==> src/rtl/digi_mod_engine.sv <==
// Binary digital modulation engine: buffers serial data bits and emits a per-clock
// carrier phase word and amplitude gate for 2ASK, 2FSK, 2PSK and 2DPSK.
module digi_mod_engine #(
    parameter int SYM_LEN = 16,
    parameter int ACC_W   = 16,
    parameter int PW      = 8,
    parameter int FW0     = 4096,
    parameter int FW1     = 8192,
    parameter int FDEPTH  = 4
) (
    input  logic          clk,
    input  logic          rst,
    input  logic          bit_in,
    input  logic          bit_vld,
    input  logic [1:0]    mode,
    output logic [PW-1:0] phase_out,
    output logic          amp_en,
    output logic          sym_start,
    output logic          busy,
    output logic          ovf
);

    localparam int AW = $clog2(FDEPTH);
    localparam int CW = $clog2(SYM_LEN);
    localparam logic [CW-1:0] LAST = CW'(SYM_LEN - 1);
    localparam logic [PW-1:0] HALF = {1'b1, {(PW-1){1'b0}}};

    typedef enum logic [1:0] {M_ASK = 2'd0, M_FSK = 2'd1, M_PSK = 2'd2, M_DPSK = 2'd3} mod_t;
    typedef enum logic {IDLE = 1'b0, RUN = 1'b1} state_t;

    state_t           state, state_nx;
    logic [CW-1:0]    cnt, cnt_nx;

    logic [FDEPTH-1:0] fifo_mem;
    logic [AW-1:0]     wr_ptr, rd_ptr;
    logic [AW:0]       fcount;
    logic              empty, full, wr_en, pop, head;

    logic [ACC_W-1:0]  acc, fw_r, new_fw, step_fw;
    logic              off_r, amp_r, d;
    logic              new_off, new_amp, new_d, step_off, step_amp;
    mod_t              mode_i;

    assign empty  = (fcount == '0);
    assign full   = (fcount == (AW+1)'(FDEPTH));
    assign wr_en  = bit_vld && (!full || pop);
    assign head   = fifo_mem[rd_ptr];
    assign mode_i = mod_t'(mode);

    // NOTE: storage array carries no reset; occupancy is tracked by the reset pointers/count.
    always_ff @(posedge clk) begin
        if (wr_en) fifo_mem[wr_ptr] <= bit_in;
    end

    // NOTE: sequential state uses non-blocking assignments so every flop samples pre-edge values.
    always_ff @(posedge clk or negedge rst) begin
        if (!rst) begin
            wr_ptr <= '0;
            rd_ptr <= '0;
            fcount <= '0;
            ovf    <= 1'b0;
        end else begin
            if (wr_en) wr_ptr <= wr_ptr + AW'(1);
            if (pop)   rd_ptr <= rd_ptr + AW'(1);
            case ({wr_en, pop})
                2'b10:   fcount <= fcount + (AW+1)'(1);
                2'b01:   fcount <= fcount - (AW+1)'(1);
                default: fcount <= fcount;
            endcase
            if (bit_vld && full && !pop) ovf <= 1'b1;
        end
    end

    // Symbol sequencing; a symbol's parameters are derived from the FIFO head at pop time.
    always_comb begin
        // NOTE: every combinational output gets a default first so no latch is inferred.
        state_nx = state;
        cnt_nx   = cnt;
        pop      = 1'b0;
        case (state)
            IDLE: begin
                if (!empty) begin
                    pop      = 1'b1;
                    state_nx = RUN;
                    cnt_nx   = '0;
                end
            end
            RUN: begin
                if (cnt == LAST) begin
                    if (!empty) begin
                        pop    = 1'b1;
                        cnt_nx = '0;
                    end else begin
                        state_nx = IDLE;
                    end
                end else begin
                    cnt_nx = cnt + CW'(1);
                end
            end
            default: state_nx = IDLE;
        endcase
    end

    always_comb begin
        new_d   = d ^ head;
        new_fw  = (mode_i == M_FSK && head) ? ACC_W'(FW1) : ACC_W'(FW0);
        new_amp = (mode_i == M_ASK) ? head : 1'b1;
        case (mode_i)
            M_PSK:   new_off = head;
            M_DPSK:  new_off = new_d;
            default: new_off = 1'b0;
        endcase
        step_fw  = pop ? new_fw  : fw_r;
        step_off = pop ? new_off : off_r;
        step_amp = pop ? new_amp : amp_r;
    end

    always_ff @(posedge clk or negedge rst) begin
        if (!rst) begin
            state <= IDLE;
            cnt   <= '0;
        end else begin
            state <= state_nx;
            cnt   <= cnt_nx;
        end
    end

    // Accumulator runs only while sampling and is never cleared between symbols.
    always_ff @(posedge clk or negedge rst) begin
        if (!rst) begin
            acc       <= '0;
            fw_r      <= '0;
            off_r     <= 1'b0;
            amp_r     <= 1'b0;
            d         <= 1'b0;
            phase_out <= '0;
            amp_en    <= 1'b0;
            sym_start <= 1'b0;
            busy      <= 1'b0;
        end else begin
            if (pop) begin
                fw_r  <= new_fw;
                off_r <= new_off;
                amp_r <= new_amp;
                if (mode_i == M_DPSK) d <= new_d;
            end
            if (state_nx == RUN) begin
                phase_out <= acc[ACC_W-1 -: PW] + (step_off ? HALF : '0);
                acc       <= acc + step_fw;
                amp_en    <= step_amp;
                sym_start <= pop;
                busy      <= 1'b1;
            end else begin
                amp_en    <= 1'b0;
                sym_start <= 1'b0;
                busy      <= 1'b0;
            end
        end
    end

endmodule

==> config.mk <==
export PLATFORM = sky130hd
export DESIGN_NAME = digi_mod_engine
export DESIGN_NICKNAME = d
export VERILOG_FILES = /design/src/rtl/digi_mod_engine.sv
export SDC_FILE = /design/constraint.sdc
export NUM_CORES = 1
export LEC_CHECK = 0
export ABC_CLOCK_PERIOD_IN_PS = 8900
export CORE_UTILIZATION = 55
export CTS_CLUSTER_DIAMETER = 50
export DETAILED_ROUTE_END_ITERATION = 10
export PLACE_DENSITY = 0.84
export SKIP_LAST_GASP = 1
export SLEW_MARGIN = 10
export SYNTH_ARGS = -nofsm -noshare
export SYNTH_HDL_FRONTEND = slang
export SYNTH_SLANG_ARGS = --single-unit
==> constraint.sdc <==
create_clock -name clk -period 8.9 [get_ports clk]
set_input_delay 2.225 -clock clk [delete_from_list [all_inputs] [get_ports clk]]
set_output_delay 2.225 -clock clk [all_outputs]
set_load 0.1 [all_outputs]
# Word-level counts from Yosys, hierarchy flattened

Index checks and enable logic that the tools add are counted.

Flip-flop bits (word level): 63
Output and inout port bits: 12

$add $sub $neg: 7
Magnitude comparators: 3
Equal/unequal tests: 7
Muxes and demuxes: 24
Bitwise operators: 2
Reductions and logical operators: 12

Operator list:

| operator                                                              | count |
|---|---|
| 16-bit adder                                                          | 1 |
| 16-bit two-way mux                                                    | 1 |
| 14-bit two-way mux                                                    | 1 |
| 1-bit two-way mux                                                     | 11 |
| 8-bit adder                                                           | 1 |
| 4-bit two-way mux                                                     | 2 |
| 8-bit two-way mux                                                     | 1 |
| 4-bit one-hot mux with 2 select lines                                 | 1 |
| 2-bit == test (second input constant)                                 | 3 |
| 2-bit by 3-bit < comparator with 1-bit output (second input constant) | 2 |
| 1-bit one-hot mux with 2 select lines                                 | 3 |
| 3-bit one-hot mux with 2 select lines                                 | 1 |
| 1-bit logical AND                                                     | 5 |
| 2-bit by 1-bit adder with 2-bit output (second input constant)        | 2 |
| 4-bit by 1-bit adder with 4-bit output (second input constant)        | 1 |
| 4-bit bitwise mux                                                     | 1 |
| 2-bit by 1-bit == test with 1-bit output (second input constant)      | 2 |
| 4-bit == test (second input constant)                                 | 1 |
| 3-bit by 1-bit adder with 3-bit output (second input constant)        | 1 |
| 3-bit == test (second input constant)                                 | 1 |
| 3-bit zero test                                                       | 1 |
| 3-bit by 1-bit subtractor with 3-bit output (second input constant)   | 1 |
| 1-bit binary-select mux with 2-bit select                             | 1 |
| 1-bit demux with 2-bit select                                         | 1 |
| other kinds (8)                                                       | 9 |

# Depth between registers and ports, before layout

Gate-level depths: netlist (run 1).

Depth after elaboration: 8
Mapped depth: 16
Mapped depth without buffers: 14

# Least setup slack after synthesis (run 1)

OpenSTA, ideal clock, no wires.

Kind: input to register
Start: in mode[0]
End: reg acc[15]
Library setup time: 128 ps
Data arrival time: 3819 ps
Slack: 4953 ps
Stages: 10
Path buffers: 1
Cell sequence: nand3_1 > nor2_1 > a21o_1 > ha_1 > buf_2 > and3_1 > a311o_1 > nor3_1 > nor3b_2 > xor2_1

Cells in the longest elaborated chain, start to end: 5

RTL lines:

| element                                  | RTL line | RTL |
|---|---|---|
| start, declared                          | 15       | `input logic [1:0] mode,` |
| 2-bit by 1-bit == test with 1-bit output | 106      | `new_fw = (mode_i == M_FSK && head) ? ACC_W'(FW1) : ACC_W'(FW0);` |
| 1-bit logical AND                        | 106      |  |
| 14-bit two-way mux                       | 106      |  |
| 16-bit two-way mux                       | --       |  |
| via step_fw[13]                          | 39       | `logic [ACC_W-1:0] acc, fw_r, new_fw, step_fw;` |
| 16-bit adder                             | 149      | `acc <= acc + step_fw;` |
| end signal, assigned                     | 149      |  |
| end, declared                            | 39       |  |

The timed path passes the listed nets, and every way through them passes these cells.
A chain may end at the register's enable or synchronous reset.

# Final worst setup path (run 1)

Same ends and word-level chain as after synthesis.

==> flow_summary.json, run 1 <==
{
  "drv_cap": 0,
  "whs_endpoint": "off_r$_DFF_PN0_",
  "slew_headroom": 0.354,
  "postCtsSetupBuffers": 0,
  "fin_setup_tns_ps": 0,
  "synth-main-ff-cell": "dfrtp_1",
  "root_buffer": "clkbuf_8",
  "drt-vias-per-instance": 5.51,
  "finalHoldViolations": 0,
  "vdd_drop_max_mv": 0.190,
  "first_iter_violations": 138,
  "start_kind": "input pin",
  "worst-path-max-fanout": 8,
  "yosys_warnings": 0,
  "dp.final_hpwl_um": 3680,
  "status": "finished, final reports clean",
  "fin_skew_ps": 5.22,
  "synth-edff-count": 4,
  "tightest_slew_ps": 965,
  "vias": 2160,
  "final_nets": 343,
  "numCtsBuffers": 9,
  "die_w_um": 78.2,
  "initial_core_util": 0.576,
  "path_buf_inv": 1,
  "grt_util_met1": 0.261,
  "synth_cell_type_count": 49,
  "setup_viol": 0,
  "slowest_delay_ps": 530,
  "synth-seq-cells": 62,
  "final_cell_mix": "58 x dfrtp_1, 35 x nand2_1, 21 x and2_1, 21 x o21ai_0, 20 x ha_1",
  "ctsResizeCount": 0,
  "drc_errors": 0,
  "wl_um": 5360,
  "ys_seq_area_frac": 0.492,
  "grt_pass1_vias": 2075,
  "postSynth.asyncResetShare": 0.935,
  "grt_usage": 0.206,
  "netlist_area_um2": 3190,
  "min_period_ps": 4290,
  "port-buffer-count": 17,
  "numClockSinks": 62,
  "powerDensity_nw_per_um2": 285,
  "routedWlPerCell_um": 13.7,
  "postSynthCellCount": 295,
  "r2r_slack_ps": 5240,
  "rows": 27,
  "final_antenna_net_count": 0,
  "area_delta_synth_final_pct": 13.7,
  "path_cells": "clkdlybuf4s50_1 -> nand3_1 -> nor2_1 -> nor2_1 -> ha_1 -> and3_1 -> nand2_1 -> a2111oi_4 -> o21ai_0 -> nor3b_2 -> xor2_1",
  "crit_slowest_cell": "clkdlybuf4s50_1",
  "path_class": "in2reg",
  "syn_nets": 323,
  "cts_tree": "built",
  "rr_worst_depth": 12,
  "cpMostUsedCell": "nor2_1",
  "grt_first_pass_wirelength_um": 9600,
  "htreeDepth": 3,
  "die_height_um": 78.2,
  "slew_viol_final": 0,
  "grt_antenna_before_repair": 0,
  "cts-hold-fix-buffers": 0,
  "drive_above_1_share": 0.119,
  "clockBufferDepth": 2,
  "grt-busiest-layer": "met2",
  "hold_path.class": "reg2reg",
  "rsz0062_at_grt": "no",
  "clk_latency_ps": 340,
  "avgSynthCellArea_um2": 10.8,
  "antenna_cells": 0,
  "gp_congestion": 0.931,
  "total_power_w": 0.00104,
  "cp_data_required_time_ps": 9120,
  "use_met2": 0.328,
  "cp.arrival_ps": 4520,
  "min_from": "off_r$_DFF_PN0_",
  "hold_path_depth": 2,
  "cp-end-kind": "flip-flop",
  "timing.rr.end": "acc[12]$_DFFE_PN0P_",
  "use_met3": 0.0558,
  "dieArea_um2": 6110,
  "cp_top_family": "simple AND/OR/NAND/NOR gates",
  "final_common_cell": "dfrtp_1",
  "drt_first_pass_iters": 4,
  "pin_count": 18,
  "overflow": 0,
  "fp.coreArea_um2": 5540,
  "critical_path_depth": 11,
  "period_share": 0.482,
  "leakagePower_nw": 1.71,
  "reg2reg_from": "cnt[0]$_DFF_PN0_",
  "max_clock_freq_mhz": 233,
  "grt_max_degree": 59,
  "path_clk_slew_ps": 70
}
-- how the worst max path moves through the flow --
stage / startpoint / to
2_1_floorplan: mode[0] / acc[15]$_DFFE_PN0P_
3_3_place_gp: mode[0] / acc[15]$_DFFE_PN0P_
3_5_place_dp: mode[0] / acc[15]$_DFFE_PN0P_
4_1_cts: mode[0] / acc[15]$_DFFE_PN0P_
5_1_grt: mode[0] / acc[15]$_DFFE_PN0P_
6_report: mode[0] / acc[15]$_DFFE_PN0P_
-- metrics by stage --
step | utilization | cell area [µm²] | instances | hold slack, ps | worst slack (ps)
final | 0.655 | 3630 | 392 | 486 | 4610
after global routing | 0.655 | 3630 | 392 | 499 | 4420
after CTS | 0.655 | 3630 | 392 | 485 | 4610
after detailed placement | 0.613 | 3400 | 376 | 469 | 4250
after global placement | 0.613 | 3400 | 376 | 460 | 4340
after floorplan | - | 3190 | 295 | 446 | 4950
-- cell families after synthesis --
logic type               synth area share
AO/OA/AOI/OAI                       0.152
multiplexers                       0.0419
flip-flops                          0.492
buffers and inverters              0.0353
adder cells (fa/ha/maj)            0.0909
XOR/XNOR                           0.0521
AND/OR/NAND/NOR                     0.136
-- final cells by class --
type,instances,area [µm²]
clock buffer,13,169
clock inverter,3,65.1
fill,432,1910
inverter,12,45.0
multi-input combinational,211,1510
sequential,62,1570
tap,72,90.1
timing repair buffer,19,180
-- worst min-delay path, delay by kind of cell (launching register included) --
family | cells | cell delay (ps)
AND/OR/NAND/NOR | 2 | 120
flip-flops | 1 | 320
-- report_power, final --
group | total, W | switching (W) | internal (W)
Combinational | 0.000354 | 0.000229 | 0.000126
Clock | 0.000287 | 0.000107 | 0.000180
Sequential | 0.000394 | 0.0000450 | 0.000349
-- metal layers --
metal	share of wire	wire length, µm	vias up
li1	-	-	1072
met1	0.46	2490	1036
met2	0.48	2560	41
met3	0.037	200	11
met4	0.020	109	0
met5	0	0	-
-- synthesized netlist by cell type, drive strengths merged, types with 2 or more instances --
cell / instances / share of area
xnor2: 11 / 0.030
ha: 20 / 0.078
and3: 2 / 0.0039
dfrtp: 58 / 0.45
edfxtp: 4 / 0.038
xor2: 8 / 0.022
a211oi: 2 / 0.0047
o21a: 3 / 0.0071
nand3: 8 / 0.013
inv: 12 / 0.014
mux2: 9 / 0.032
a21o: 9 / 0.022
a21oi: 15 / 0.026
o21ai: 25 / 0.039
o31ai: 3 / 0.0071
nor3: 5 / 0.0094
a311o: 2 / 0.0063
fa: 2 / 0.013
nand2: 35 / 0.041
buf: 7 / 0.016
nor2b: 2 / 0.0039
and2: 21 / 0.041
nor2: 12 / 0.014
clkbuf: 3 / 0.0047
-- flip-flops by register name, summed over array words and instances, names as in the netlist --
| signal | count |
|---|---|
| acc | 16 |
| ovf | 1 |
| off_r | 1 |
| sym_start | 1 |
| amp_r | 1 |
| wr_ptr | 2 |
| busy | 1 |
| rd_ptr | 2 |
| cnt | 4 |
| fifo_mem | 4 |
| fw_r | 16 |
| amp_en | 1 |
| d | 1 |
| fcount | 3 |
| phase_out | 8 |
Power figures use the tool's default switching activity.
==> run 2, diff against run 1 <==
--- a/config.mk
+++ b/config.mk
@@ -5,7 +5,7 @@
 export SDC_FILE = /design/constraint.sdc
 export NUM_CORES = 1
 export LEC_CHECK = 0
-export ABC_CLOCK_PERIOD_IN_PS = 8900
+export ABC_CLOCK_PERIOD_IN_PS = 4500
 export CORE_UTILIZATION = 55
 export CTS_CLUSTER_DIAMETER = 50
 export DETAILED_ROUTE_END_ITERATION = 10
==> constraint.sdc (replaced) <==
create_clock -name clk -period 4.5 [get_ports clk]
set_input_delay 1.125 -clock clk [delete_from_list [all_inputs] [get_ports clk]]
set_output_delay 1.125 -clock clk [all_outputs]
set_load 0.1 [all_outputs]
==> run 2 against run 1 <==
Against the previous run: routed wire length grew 0.90%; cell count rose by 0.26%; non-clock buffer count grew 1; critical path depth rose by 1; setup slack lost 3600 ps; sequential share of layout area increased by 0.54 points; clock skew grew 3.7 ps; core utilization decreased by 0.81 points; critical endpoint is now acc[12]$_DFFE_PN0P_; combinational power rose by 99%.
==> flow_summary.json, run 2 (synthesis gave the netlist of run 1 again) <==
{
  "powerDensity_nw_per_um2": 541,
  "cp_top_family": "compound AO/OA/AOI/OAI gates",
  "cp-end-kind": "flip-flop",
  "total_power_w": 0.00194,
  "r2r_slack_ps": 1010,
  "cp.arrival_ps": 3710,
  "crit_slowest_cell": "fa_1",
  "slowest_delay_ps": 430,
  "ctsResizeCount": 0,
  "multi_input_area_um2": 1510,
  "leakagePower_nw": 1.69,
  "root_buffer": "clkbuf_8",
  "p_sw_frac": 0.385,
  "power.switching_w": 0.000747,
  "dieArea_um2": 6110,
  "area_delta_synth_final_pct": 12.3,
  "clockBufferDepth": 2,
  "routedWlPerCell_um": 13.8,
  "vdd_drop_max_mv": 0.336,
  "die_height_um": 78.2,
  "final_antenna_net_count": 0,
  "clk_latency_ps": 340,
  "grt_usage": 0.205,
  "final_cell_mix": "58 x dfrtp_1, 35 x nand2_1, 21 x and2_1, 21 x o21ai_0, 20 x ha_1",
  "final_nets": 344,
  "path_clk_slew_ps": 70,
  "seqCellArea_um2": 1570,
  "p_seq_frac": 0.403,
  "setup_viol": 0,
  "rsz0062_at_grt": "no",
  "fp.coreArea_um2": 5540,
  "slew_headroom": 0.352,
  "grt_pass1_vias": 2111,
  "grt_first_pass_wirelength_um": 9460,
  "gp_congestion": 0.944,
  "path_buf_inv": 0,
  "dp.final_hpwl_um": 3900,
  "numCtsBuffers": 9,
  "fin_setup_tns_ps": 0,
  "pin_count": 18,
  "drt-vias-per-instance": 5.42,
  "cts_tree": "built",
  "path_class": "reg2reg",
  "die_w_um": 78.2,
  "port-buffer-count": 17,
  "min_period_ps": 3490,
  "htreeDepth": 3,
  "antenna_cells": 0,
  "cts-hold-fix-buffers": 0,
  "clockPowerShare": 0.234,
  "status": "finished, final reports clean",
  "slew_viol_final": 0,
  "cp_data_required_time_ps": 4720,
  "cpMostUsedCell": "ha_1",
  "grt_max_degree": 32,
  "drt_first_pass_iters": 4,
  "start_kind": "flip-flop",
  "reg_top3": "acc (16), fw_r (16), phase_out (8)",
  "initial_core_util": 0.576,
  "fin_skew_ps": 8.88,
  "final_common_cell": "dfrtp_1",
  "path_cells": "ha_1 -> nand3_1 -> a21o_1 -> and2_1 -> ha_1 -> fa_1 -> a211oi_1 -> o211ai_1 -> a311o_1 -> a31oi_1 -> xor2_1 -> o21ai_1",
  "drive_above_1_share": 0.112,
  "drc_errors": 0,
  "vias": 2132,
  "power_frac_comb": 0.363,
  "rows": 27,
  "p_int_w": 0.00119,
  "overflow": 0,
  "wl_um": 5410,
  "tightest_slew_ps": 970,
  "hold_path.class": "reg2reg",
  "worst-path-max-fanout": 14,
  "first_iter_violations": 104,
  "period_share": 0.775,
  "finalHoldViolations": 0,
  "postCtsSetupBuffers": 0,
  "grt_antenna_before_repair": 0,
  "max_clock_freq_mhz": 287,
  "drv_cap": 0,
  "numClockSinks": 62,
  "fill_cells": 445
}
run 2: cell types whose count changed in the layout (fill, tap and decap cells not counted):
cell	previous run	this run
buf_4	2	3
bufinv_16	2	1
clkbuf_1	1	2
clkbuf_8	12	9
clkinv_1	0	2
clkinvlp_4	0	1
run 2: path summary, 6_finish.rpt:
check / from / cells after the start / to
max: cnt[0]$_DFF_PN0_ / 12 / acc[12]$_DFFE_PN0P_
min: fw_r[13]$_DFF_PN0_ / 1 / fw_r[13]$_DFF_PN0_
max reg2reg: cnt[0]$_DFF_PN0_ / 12 / acc[12]$_DFFE_PN0P_
min reg2reg: fw_r[13]$_DFF_PN0_ / 1 / fw_r[13]$_DFF_PN0_
max in group asynchronous: rst / 2 / fcount[0]$_DFFE_PN0P_
min in group asynchronous: rst / 1 / acc[2]$_DFFE_PN0P_
run 2: through the flow:
stage	instances	hold WS (ps)	area, µm²	setup slack [ps]	utilization
6_report	393	479	3580	1010	0.647
5_1_grt	393	495	3580	791	0.647
4_1_cts	393	478	3580	1030	0.647
3_5_place_dp	377	456	3400	938	0.614
3_3_place_gp	377	459	3400	1010	0.614
2_1_floorplan	295	446	3190	1170	-
run 2: cell type report:
type	instances	area share
Tap cell	72	0.0251
Sequential cell	62	0.438
Timing Repair Buffer	20	0.0524
Multi-Input combinational cell	211	0.421
Clock buffer	11	0.0366
Inverter	12	0.0126
Clock inverter	5	0.0140
run 2: power groups by stage:
stage | clock network, W | logic [W] | registers [W]
after detailed placement | 0 | 0.000708 | 0.000793
after floorplan | 0 | 0.000356 | 0.000988
after global routing | 0.000494 | 0.000770 | 0.000795
after global placement | 0 | 0.000689 | 0.000783
after CTS | 0.000466 | 0.000711 | 0.000782
final | 0.000454 | 0.000704 | 0.000780
run 2: metal layers:
layer | GRT usage | part of all wire | wire (µm) | up-vias
li1 | - | - | - | 1074
met2 | 0.324 | 0.48 | 2600 | 27
met1 | 0.260 | 0.47 | 2540 | 1024
met5 | 0 | 0 | 0 | -
met3 | 0.0558 | 0.033 | 180 | 7
met4 | 0.102 | 0.016 | 85 | 0
run 2: worst register-to-register path: cells and delay by family, from the launching register on:
kind | cells | cell delay, ps
compound gates | 6 | 1560
xor+xnor | 1 | 160
fa+ha+maj | 3 | 880
flops | 1 | 380
simple gates | 2 | 410
